==> src/rtl/fu_issue_ctrl_pkg.sv <==
// Shared definitions for the multi-cycle FU issue controller: state
// encoding, default widths and the watchdog counter sizing helper.
package fu_issue_ctrl_pkg;

    localparam int XLEN_DEF    = 32;
    localparam int RA_W_DEF    = 5;
    localparam int TIMEOUT_DEF = 15;

    typedef enum logic [1:0] {
        ST_IDLE  = 2'd0,
        ST_START = 2'd1,
        ST_WAIT  = 2'd2,
        ST_WB    = 2'd3
    } fu_state_e;

    // Counter must hold 0..timeout-1; keep at least one bit for tiny values.
    function automatic int wd_cnt_width(input int timeout);
        return (timeout <= 2) ? 1 : $clog2(timeout);
    endfunction

endpackage

==> src/rtl/fu_issue_ctrl_watchdog.sv <==
// Clearable saturating up-counter; expired_o flags the last allowed
// cycle of a wait window so the owner can abandon the operation.
module fu_watchdog
    import fu_issue_ctrl_pkg::*;
#(
    parameter int TIMEOUT = TIMEOUT_DEF
) (
    input  logic clk,
    input  logic rst,
    input  logic clr_i,
    input  logic en_i,
    output logic expired_o
);

    localparam int CW = wd_cnt_width(TIMEOUT);
    localparam logic [CW-1:0] LAST = CW'(TIMEOUT - 1);

    logic [CW-1:0] cnt_q;

    // Count enabled cycles since the last clear, holding at the limit.
    always_ff @(posedge clk or posedge rst) begin
        if (rst) begin
            cnt_q <= '0;
        end else if (clr_i) begin
            cnt_q <= '0;
        end else if (en_i && (cnt_q != LAST)) begin
            cnt_q <= cnt_q + {{(CW-1){1'b0}}, 1'b1};
        end else begin
            cnt_q <= cnt_q;
        end
    end

    assign expired_o = en_i && (cnt_q == LAST);

endmodule

==> src/rtl/fu_issue_ctrl.sv <==
// Issue-side initiator for EN/finish style multi-cycle FUs: launches one
// op at a time, captures the result and hands it to writeback.
module fu_issue_ctrl
    import fu_issue_ctrl_pkg::*;
#(
    parameter int XLEN    = XLEN_DEF,
    parameter int RA_W    = RA_W_DEF,
    parameter int TIMEOUT = TIMEOUT_DEF
) (
    input  logic            clk,
    input  logic            rst,
    input  logic            issue_valid,
    output logic            issue_ready,
    input  logic [XLEN-1:0] issue_A,
    input  logic [XLEN-1:0] issue_B,
    input  logic [RA_W-1:0] issue_rd,
    output logic            fu_EN,
    output logic [XLEN-1:0] fu_A,
    output logic [XLEN-1:0] fu_B,
    input  logic [XLEN-1:0] fu_res,
    input  logic            fu_finish,
    output logic            wb_valid,
    input  logic            wb_ready,
    output logic [XLEN-1:0] wb_data,
    output logic [RA_W-1:0] wb_rd,
    output logic            busy,
    output logic [RA_W-1:0] busy_rd,
    output logic            timeout_err
);

    fu_state_e       state_q;
    logic            issue_ready_q;
    logic            fu_en_q;
    logic [XLEN-1:0] fu_a_q;
    logic [XLEN-1:0] fu_b_q;
    logic            wb_valid_q;
    logic [XLEN-1:0] wb_data_q;
    logic [RA_W-1:0] wb_rd_q;
    logic            busy_q;
    logic [RA_W-1:0] busy_rd_q;
    logic            timeout_err_q;
    logic            wd_expired_s;

    fu_watchdog #(.TIMEOUT(TIMEOUT)) u_wd (
        .clk       (clk),
        .rst       (rst),
        .clr_i     (state_q == ST_START),
        .en_i      (state_q == ST_WAIT),
        .expired_o (wd_expired_s)
    );

    // Issue FSM; every output is a register updated alongside the state.
    always_ff @(posedge clk or posedge rst) begin
        if (rst) begin
            state_q       <= ST_IDLE;
            issue_ready_q <= 1'b0;
            fu_en_q       <= 1'b0;
            fu_a_q        <= '0;
            fu_b_q        <= '0;
            wb_valid_q    <= 1'b0;
            wb_data_q     <= '0;
            wb_rd_q       <= '0;
            busy_q        <= 1'b0;
            busy_rd_q     <= '0;
            timeout_err_q <= 1'b0;
        end else begin
            case (state_q)
                ST_IDLE: begin
                    if (issue_valid && issue_ready_q) begin
                        state_q       <= ST_START;
                        issue_ready_q <= 1'b0;
                        fu_en_q       <= 1'b1;
                        fu_a_q        <= issue_A;
                        fu_b_q        <= issue_B;
                        busy_q        <= 1'b1;
                        busy_rd_q     <= issue_rd;
                    end else begin
                        issue_ready_q <= 1'b1;
                    end
                end
                ST_START: begin
                    state_q <= ST_WAIT;
                    fu_en_q <= 1'b0;
                end
                ST_WAIT: begin
                    // A finish in the expiry cycle still counts as success.
                    if (fu_finish) begin
                        state_q    <= ST_WB;
                        wb_valid_q <= 1'b1;
                        wb_data_q  <= fu_res;
                        wb_rd_q    <= busy_rd_q;
                    end else if (wd_expired_s) begin
                        state_q       <= ST_IDLE;
                        timeout_err_q <= 1'b1;
                        issue_ready_q <= 1'b1;
                        busy_q        <= 1'b0;
                        busy_rd_q     <= '0;
                    end else begin
                        state_q <= ST_WAIT;
                    end
                end
                ST_WB: begin
                    if (wb_ready) begin
                        state_q       <= ST_IDLE;
                        wb_valid_q    <= 1'b0;
                        issue_ready_q <= 1'b1;
                        busy_q        <= 1'b0;
                        busy_rd_q     <= '0;
                    end else begin
                        state_q <= ST_WB;
                    end
                end
                default: begin
                    state_q       <= ST_IDLE;
                    issue_ready_q <= 1'b0;
                    fu_en_q       <= 1'b0;
                    wb_valid_q    <= 1'b0;
                    busy_q        <= 1'b0;
                    busy_rd_q     <= '0;
                end
            endcase
        end
    end

    assign issue_ready = issue_ready_q;
    assign fu_EN       = fu_en_q;
    assign fu_A        = fu_a_q;
    assign fu_B        = fu_b_q;
    assign wb_valid    = wb_valid_q;
    assign wb_data     = wb_data_q;
    assign wb_rd       = wb_rd_q;
    assign busy        = busy_q;
    assign busy_rd     = busy_rd_q;
    assign timeout_err = timeout_err_q;

endmodule

==> config.mk <==
export PLATFORM = sky130hd
export DESIGN_NAME = fu_issue_ctrl
export DESIGN_NICKNAME = d
export VERILOG_FILES = /design/src/rtl/fu_issue_ctrl_pkg.sv /design/src/rtl/fu_issue_ctrl_watchdog.sv /design/src/rtl/fu_issue_ctrl.sv
export SDC_FILE = /design/constraint.sdc
export NUM_CORES = 1
export LEC_CHECK = 0
export ABC_AREA = 1
export CORE_MARGIN = 5
export CORE_UTILIZATION = 38
export CTS_CLUSTER_SIZE = 10
export DETAILED_ROUTE_END_ITERATION = 16
export PLACE_DENSITY = 0.88
export SKIP_LAST_GASP = 1
export SYNTH_ARGS = -nofsm -noshare
export SYNTH_HDL_FRONTEND = slang
export SYNTH_SLANG_ARGS = --single-unit
==> constraint.sdc <==
create_clock -name clk -period 3.9 [get_ports clk]
set_clock_uncertainty 0.05 [all_clocks]
set_input_delay 0.78 -clock clk [delete_from_list [all_inputs] [get_ports clk]]
set_output_delay 0.78 -clock clk [all_outputs]
set_load 0.005 [all_outputs]
======== Word-level counts from Yosys, hierarchy flattened ========
Cells that the tools add are included.
word-level totals
  flip-flop bits (word level) ............. 117
  bits of input ports ..................... 106
  output and inout port bits .............. 111
  logic and storage cells ................. 64
cells by class
  add/subtract/negate cells ............... 1
  equality and inequality tests ........... 10
  multiplexer cells ....................... 25
  bitwise gates (word level) .............. 1
  reductions and logical operators ........ 15
operators by type and width
  cell                 count
  $mux 5               4
  $pmux 5 s3           1
  $ne 2x2->1 const B   5
  $mux 1               9
  $mux 2               4
  $mux 4               2
  $pmux 2 s4           1
  $pmux 1 s3           2
  $reduce_and 2->1     3
  $reduce_and 3->1     2
  $reduce_bool 2->1    3
  $reduce_and 5->1     1
  $add 4x1->4 const B  1
  $eq 2x2->1 const B   2
  $eq 4x4->1 const B   1
  $ne 4x4->1 const B   1
  $pmux 1 s2           2
  $reduce_and 4->1     1
  $logic_and 1x1->1    3
  $reduce_bool 3->1    1
  $eq 2x1->1 const B   1
  $logic_not 2->1      1
  $not 1->1            1

======== Longest topological paths before layout ========
Gate-level depths: netlist of run 1.
  depth in word-level cells ............... 5
  mapped depth ............................ 8
  mapped depth without buffers ............ 8

======== Cells and area by module ========
A second synthesis of run 1 with hierarchy kept.
second synthesis, totals
  cells, all modules ...................... 530
  area total of the unflattened synthesis .. 4759.6 um^2
modules (own cells, without submodules)
  module         times used  cells an instance  area an instance (um^2)  sequential area each (um^2)
  fu_issue_ctrl  1           497                4505.6                   2827.7
  fu_watchdog    1           33                 254.0                    100.1

======== Worst setup path after synthesis of run 1 ========
OpenSTA, ideal clock, no wires.
  kind .................................... input to register
  from .................................... input issue_valid
  to ...................................... register fu_a_q[18], in the netlist fu_A[18]
  library setup time ...................... 117 ps
  arrival ................................. 1363 ps
  required time ........................... 3733 ps
  slack ................................... 2370 ps
  cell stages on the path ................. 7
  buffers on the path ..................... 2
  cell sequence ........................... nand2_1 inv_1 nand2_1 buf_2 buf_2 nand2_1 nand2_1
on the way
  longest elaborated chain between the ends .. 2
ends and longest elaborated chain
  element                            RTL line             RTL
  from (decl)                        fu_issue_ctrl.sv:12  input logic issue_valid,
  $logic_and 1x1->1                  fu_issue_ctrl.sv:69  if (issue_valid && issue_ready_q) begin
  $reduce_and 2->1 (no source line)  --
  to (signal assigned)               fu_issue_ctrl.sv:73  fu_a_q <= issue_A;
  to (decl)                          fu_issue_ctrl.sv:34  logic [XLEN-1:0] fu_a_q;
Every way passes these cells.
A chain may end at the register's enable or synchronous reset.

======== Final worst setup path of run 1 ========
  from .................................... register state_q[0]
  to ...................................... register busy_rd_q[4], in the netlist busy_rd[4]
on the way
  longest elaborated chain between the ends .. 4
  elaborated cells on any way between the ends .. 11
  those cells by class .................... eq/ne: 6; mux: 1; reduce/logical: 4
ends and longest elaborated chain
  element                            RTL line                                  RTL
  from (decl)                        fu_issue_ctrl.sv:31                       fu_state_e state_q;
  from (signal assigned)             fu_issue_ctrl.sv:55                       state_q <= ST_IDLE;
  from (signal assigned)             fu_issue_ctrl.sv:70                       state_q <= ST_START;
  from (signal assigned)             fu_issue_ctrl.sv:82                       state_q <= ST_WAIT;
  $eq 2x2->1                         fu_issue_ctrl.sv:48, fu_issue_ctrl.sv:67
  $logic_and 1x1->1                  fu_issue_ctrl_watchdog.sv:33              assign expired_o = en_i && (cnt_q == LAST);
  $ne 2x2->1 (no source line)        --
  $reduce_and 5->1 (no source line)  --
  to (signal assigned)               fu_issue_ctrl.sv:76                       busy_rd_q <= issue_rd;
  to (decl)                          fu_issue_ctrl.sv:40                       logic [RA_W-1:0] busy_rd_q;
Parallel ways exist; a longest one is shown, timed or not.

==> impl_metrics.ini, run 1 <==
[yosys]
synth_top_area_share_pct = 59.9
synth_area_leader_cell = dfrtp_1
synth_area_sq_um = 4890
ys_types = 23
synth-edff-count = 0
ys_seq_elements = 117
ys_async_sr_fraction_pct = 100
synth_warnings = 0
syn_nets = 590
synthFlopType = dfrtp_1
ys_seq_area_share_pct = 59.9
synth_cells = 478
synthTopCellsByArea = dfrtp_1 (60%), nand2_1 (13%), mux2_4 (8.6%), nand3_1 (6.9%), inv_1 (1.9%)
syn_avg_cell_area_sq_um = 10.2

[run_status]
status = completed

[floorplan]
fp.dieH_um = 123
coreArea_sq_um = 12600
die_x_um = 123
placementRows = 41
initial_core_util_pct = 38.7
pin_count = 217
die-area_sq_um = 15200

[finish]
drive_gt1_share_pct = 10.8
fillers = 1027
finalNonFillerCells = 878
num_antenna_cells = 0
syn_to_final_growth_pct = 60.3
fin_area_sq_um = 7840
fin_nets = 805

[placed_design]
hpwl_um = 10100
io_buffers = 216
dp.cells = 846
gp_congestion = 0.780
placed_area_sq_um = 7190

[run]
drv_cap = 0

[critical_path]
end_kind = register
reg2reg_to = busy_rd[4]$_DFFE_PP0P_
crit_chain = inv_1 > ha_1 > nand2_4 > nand3_2 > nor2_4 > nand2_1 > nand2_1
regToRegSetupSlack_ps = 1680
rr_startpoint = state_q[0]$_DFFE_PP0N_
critical_path.max_fanout = 45
cpMostUsedCell = nand2_1
slowest_stage = nand2_4
cp.arrival_ps = 2520
cpPeakStageDelay_ps = 560
start_kind = register
required_ps = 4200
reg2reg_depth = 7
crit_type = register to register

[clock_tree]
ctsResizeCount = 0
cts.path.max_buffers = 2
cts_tree = done
cts_setup_buffers = 0
clock_latency_ps = 410
htreeDepth = 4
numCtsBuffers = 17
clk_pin_slew_ps = 50
cts.hold.buffers_added = 0
clock_sink_count = 117
root_buffer = clkbuf_16

[sta]
period_needed_ps = 2220
hold_slack_ps = 416
slew_violations = 0
finalSetupTns_ps = 0
finalSetupViolCount = 0
period_share_pct = 57.0
rsz0062_at_grt = no
hold_violations = 0
fmax_ghz = 0.450
worstMarginPinSlew_ps = 904
relSlewSlack_pct = 39.6

[power_and_ir_drop]
irDropWorstVdd_v = 0.000465
power_density_nw_per_um2 = 834
total_power_w = 0.00653
power_leakage_nw = 3.80

[hold_path]
hold_path_depth = 2
hold_path_class = register to register
min_to = fu_A[1]$_DFFE_PP0P_
min_from = fu_A[1]$_DFFE_PP0P_

[global_routing]
track_usage_pct = 19.0
antenna_found_initial = 0
grt.overflow.total = 0
grt_pass1_vias = 4186
grt_first_pass_wirelength_um = 22000
grt_max_degree = 66

[drt]
wl_um = 14500
avgRoutedWirePerCell_um = 16.5
vias_per_cell = 4.78
vias = 4193
detail-route-antenna-nets = 0
first_pass_iters = 5
drt_iter0_markers = 288
drc = 0
sequential cells by signal (all words and copies together) (netlist names):
signal,flops
busy,1
busy_rd,5
fu_A,32
fu_B,32
fu_EN,1
issue_ready,1
state_q,2
timeout_err,1
u_wd.cnt_q,4
wb_data,32
wb_rd,5
wb_valid,1
stage by stage:
stage,utilization [%],setup WS (ps)
2_1_floorplan,-,1640
3_3_place_gp,56.9,1330
3_5_place_dp,56.9,1300
4_1_cts,62.1,1660
5_1_grt,62.1,1510
6_report,62.1,1680
layer usage:
metal | up-vias | routed length [um] | global-route usage (%)
met5 | - | 0 | 0
met4 | 0 | 395 | 8.86
met3 | 32 | 983 | 6.13
met2 | 141 | 7700 | 32.9
met1 | 2050 | 5390 | 21.3
li1 | 1970 | - | -
area by class of cell:
class | instances | area (sq um) | share of cell area, %
clock buffer | 22 | 474 | 6.05
clock inverter | 10 | 175 | 2.24
inverter | 25 | 97.6 | 1.25
multi-input combinational | 311 | 1730 | 22.1
sequential | 117 | 2930 | 37.4
tap | 172 | 215 | 2.75
timing repair buffer | 221 | 2210 | 28.2
cells in the mapped netlist, types with 2 or more instances:
cell type and instances:
buf_2 18, dfrtp_1 117, o21ai_0 8, inv_1 25
nand2_1 166, ha_1 6, clkbuf_1 3, mux2_4 28
nand4_1 3, nand3_1 67, nor2_1 13, a21oi_1 2
buf_6 3, o21bai_1 7, mux2_2 4
where the power goes:
part           leakage (nW)  internal (W)  switching (W)
Sequential             1.45       0.00178       0.000336
Combinational          2.02       0.00154        0.00117
Clock                 0.324       0.00118       0.000526
Total                  3.80       0.00450        0.00203
logic make-up (layout without fill, tap and decap cells):
logic type	Yosys count	in the layout	synth area share (%)
adder cells (fa/ha/maj)	6	6	1.54
AO/OA/AOI/OAI	19	19	2.38
flip-flops	117	117	59.9
multiplexers	32	32	9.52
buffers and inverters	50	278	4.76
AND/OR/NAND/NOR	254	254	21.9
critical path, delay by kind of cell, from the launching register on:
| kind | cells | cell delay [ps] |
|---|---|---|
| and+or+nand+nor | 5 | 1280 |
| DFF | 1 | 420 |
| adders and majority gates | 1 | 310 |
| buffers and inverters | 1 | 100 |
cells in the final DEF (no fill, tap or decap), drive strengths merged:
cell type | synthesis | routed
clkinv | 0 | 5
nand3 | 68 | 68
clkbuf | 3 | 22
o22ai | 1 | 1
a21oi | 2 | 2
buf | 22 | 5
nand2 | 168 | 168
mux2 | 32 | 32
o21ai | 8 | 8
nor2 | 14 | 14
or2 | 1 | 1
bufinv | 0 | 5
dfrtp | 117 | 117
clkdlybuf4s50 | 0 | 216
inv | 25 | 24
ha | 6 | 6
o21bai | 7 | 7
clkinvlp | 0 | 1
nand4 | 3 | 3
a22oi | 1 | 1
worst max path at each step:
stage | startpoint | end | slack (ps) | depth (start not counted)
finish | state_q[0]$_DFFE_PP0N_ | busy_rd[4]$_DFFE_PP0P_ | 1680 | 7
global route | state_q[0]$_DFFE_PP0N_ | busy_rd[4]$_DFFE_PP0P_ | 1510 | 7
CTS | state_q[0]$_DFFE_PP0N_ | busy_rd[4]$_DFFE_PP0P_ | 1660 | 7
detailed placement | fu_finish | busy_rd[3]$_DFFE_PP0P_ | 1300 | 6
global placement | fu_finish | busy$_DFFE_PP0P_ | 1330 | 6
floorplan | rst | busy$_DFFE_PP0P_ | 1640 | 1
Power figures use the tool's default switching activity.
==> inputs of run 2 (changes only) <==
- CORE_UTILIZATION: 38 -> 42
- PLACE_DENSITY: 0.88 -> 0.91
- clock period: 3.9 -> 2.16 ns (I/O delays scaled with it)
==> impl_metrics.ini, run 2 (same netlist as run 1, synthesis figures left out) <==
[run_status]
status = completed

[hold_path]
hold_path_class = register to register

[sta]
slew_violations = 0
finalSetupViolCount = 0
fmax_ghz = 0.556
hold_violations = 0
relSlewSlack_pct = 69.3
fin_ws_ps = 361
period_needed_ps = 1800
rsz0062_at_grt = no
finalSetupTns_ps = 0
worstMarginPinSlew_ps = 461
period_share_pct = 83.3

[clock_tree]
clock_latency_ps = 400
ctsResizeCount = 0
cts.hold.buffers_added = 0
cts_setup_buffers = 0
htreeDepth = 4
numCtsBuffers = 17
clock_sink_count = 117
clk_pin_slew_ps = 50
cts_tree = done
cts.path.max_buffers = 2
root_buffer = clkbuf_16

[finish]
layout_common_cells = clkdlybuf4s50_1 (216), nand2_1 (165), dfrtp_1 (117)
syn_to_final_growth_pct = 59.3
multi_input_area_sq_um = 1730
fin_nets = 809
num_antenna_cells = 0
final_core_util_pct = 68.2
drive_gt1_share_pct = 11.0
ff_latch_area_sq_um = 2930
fillers = 839
final_common_cell = clkdlybuf4s50_1

[floorplan]
initial_core_util_pct = 42.8
coreArea_sq_um = 11400
pin_count = 217
placementRows = 39
fp.dieH_um = 118
die_x_um = 118
die-area_sq_um = 13900

[critical_path]
reg2reg_to = wb_data[25]$_DFFE_PP0P_
endpoint = wb_data[25]$_DFFE_PP0P_
start_kind = register
crit_type = register to register
regToRegSetupSlack_ps = 360
critical_path.max_fanout = 23
required_ps = 2390
cp.arrival_ps = 2030
rr_startpoint = state_q[0]$_DFFE_PP0N_
startpoint = state_q[0]$_DFFE_PP0N_
end_kind = register
reg2reg_depth = 5

[placed_design]
place_ws_ps = 271
io_buffers = 216
hpwl_um = 10900
gp_congestion = 0.814

[global_routing]
antenna_found_initial = 0
grt_first_pass_wirelength_um = 23800
grt_pass1_vias = 4561
track_usage_pct = 21.4
grt.overflow.total = 0
grt_max_degree = 60

[run]
drv_cap = 0

[drt]
first_pass_iters = 4
drc = 0
drt_iter0_markers = 292
detail-route-antenna-nets = 0
vias_per_cell = 4.91
wl_um = 14800
avgRoutedWirePerCell_um = 17.3
vias = 4180

[power_and_ir_drop]
irDropWorstVdd_v = 0.000980
power_leakage_nw = 3.80
power_density_nw_per_um2 = 1470
run 2: changes by cell type in the layout (fill, tap and decap cells not counted):
cell       delta
clkinv_2      -2
buf_12        +4
clkbuf_8      +5
bufinv_16     -5
run 2: worst max-delay path, stage by stage, from the launching register on:
cell	delay, ps
dfrtp_1	410
inv_1	80
ha_1	300
nand2_4	240
buf_12	250
mux2_4	330
run 2: per-layer routing:
layer | vias to the layer above | GRT usage [%] | share of wire [%]
met5 | - | 0 | 0
met4 | 0 | 10.8 | 3.6
met3 | 40 | 5.29 | 4.5
met2 | 159 | 38.8 | 54
met1 | 2010 | 23.0 | 38
li1 | 1971 | - | -
run 2: area by class of cell:
type / instances / share of cell area, %
sequential: 117 / 37.6
clock inverter: 3 / 0.193
multi-input combinational: 311 / 22.3
tap: 143 / 2.30
timing repair buffer: 225 / 29.4
clock buffer: 27 / 6.97
inverter: 25 / 1.25
run 2: how the worst min path moves through the flow:
stage                                    start                    to  slack [ps]  cells past startpoint
after floorplan            fu_A[0]$_DFFE_PP0P_   fu_A[0]$_DFFE_PP0P_         420                      2
after global placement    fu_B[26]$_DFFE_PP0P_  fu_B[26]$_DFFE_PP0P_         400                      2
after detailed placement  fu_B[23]$_DFFE_PP0P_  fu_B[23]$_DFFE_PP0P_         410                      2
after CTS                  fu_B[7]$_DFFE_PP0P_   fu_B[7]$_DFFE_PP0P_         420                      2
after global routing      fu_B[18]$_DFFE_PP0P_  fu_B[18]$_DFFE_PP0P_         440                      2
final                      fu_A[6]$_DFFE_PP0P_   fu_A[6]$_DFFE_PP0P_         420                      2
run 2: power breakdown:
part	leakage, nW	internal [W]	switching [W]
Combinational	2.06	0.00285	0.00216
Sequential	1.45	0.00322	0.000623
Clock	0.281	0.00169	0.000901
Total	3.80	0.00776	0.00368
run 2: stage by stage:
stage / area (sq um) / hold WS [ps] / instances / power (W)
final: 7790 / 417 / 851 / 0.0114
after global routing: 7790 / 442 / 851 / 0.0122
after CTS: 7790 / 420 / 851 / 0.0116
after detailed placement: 7230 / 409 / 821 / 0.00888
after global placement: 7230 / 404 / 821 / 0.00859
after floorplan: 4890 / 415 / 478 / 0.00605
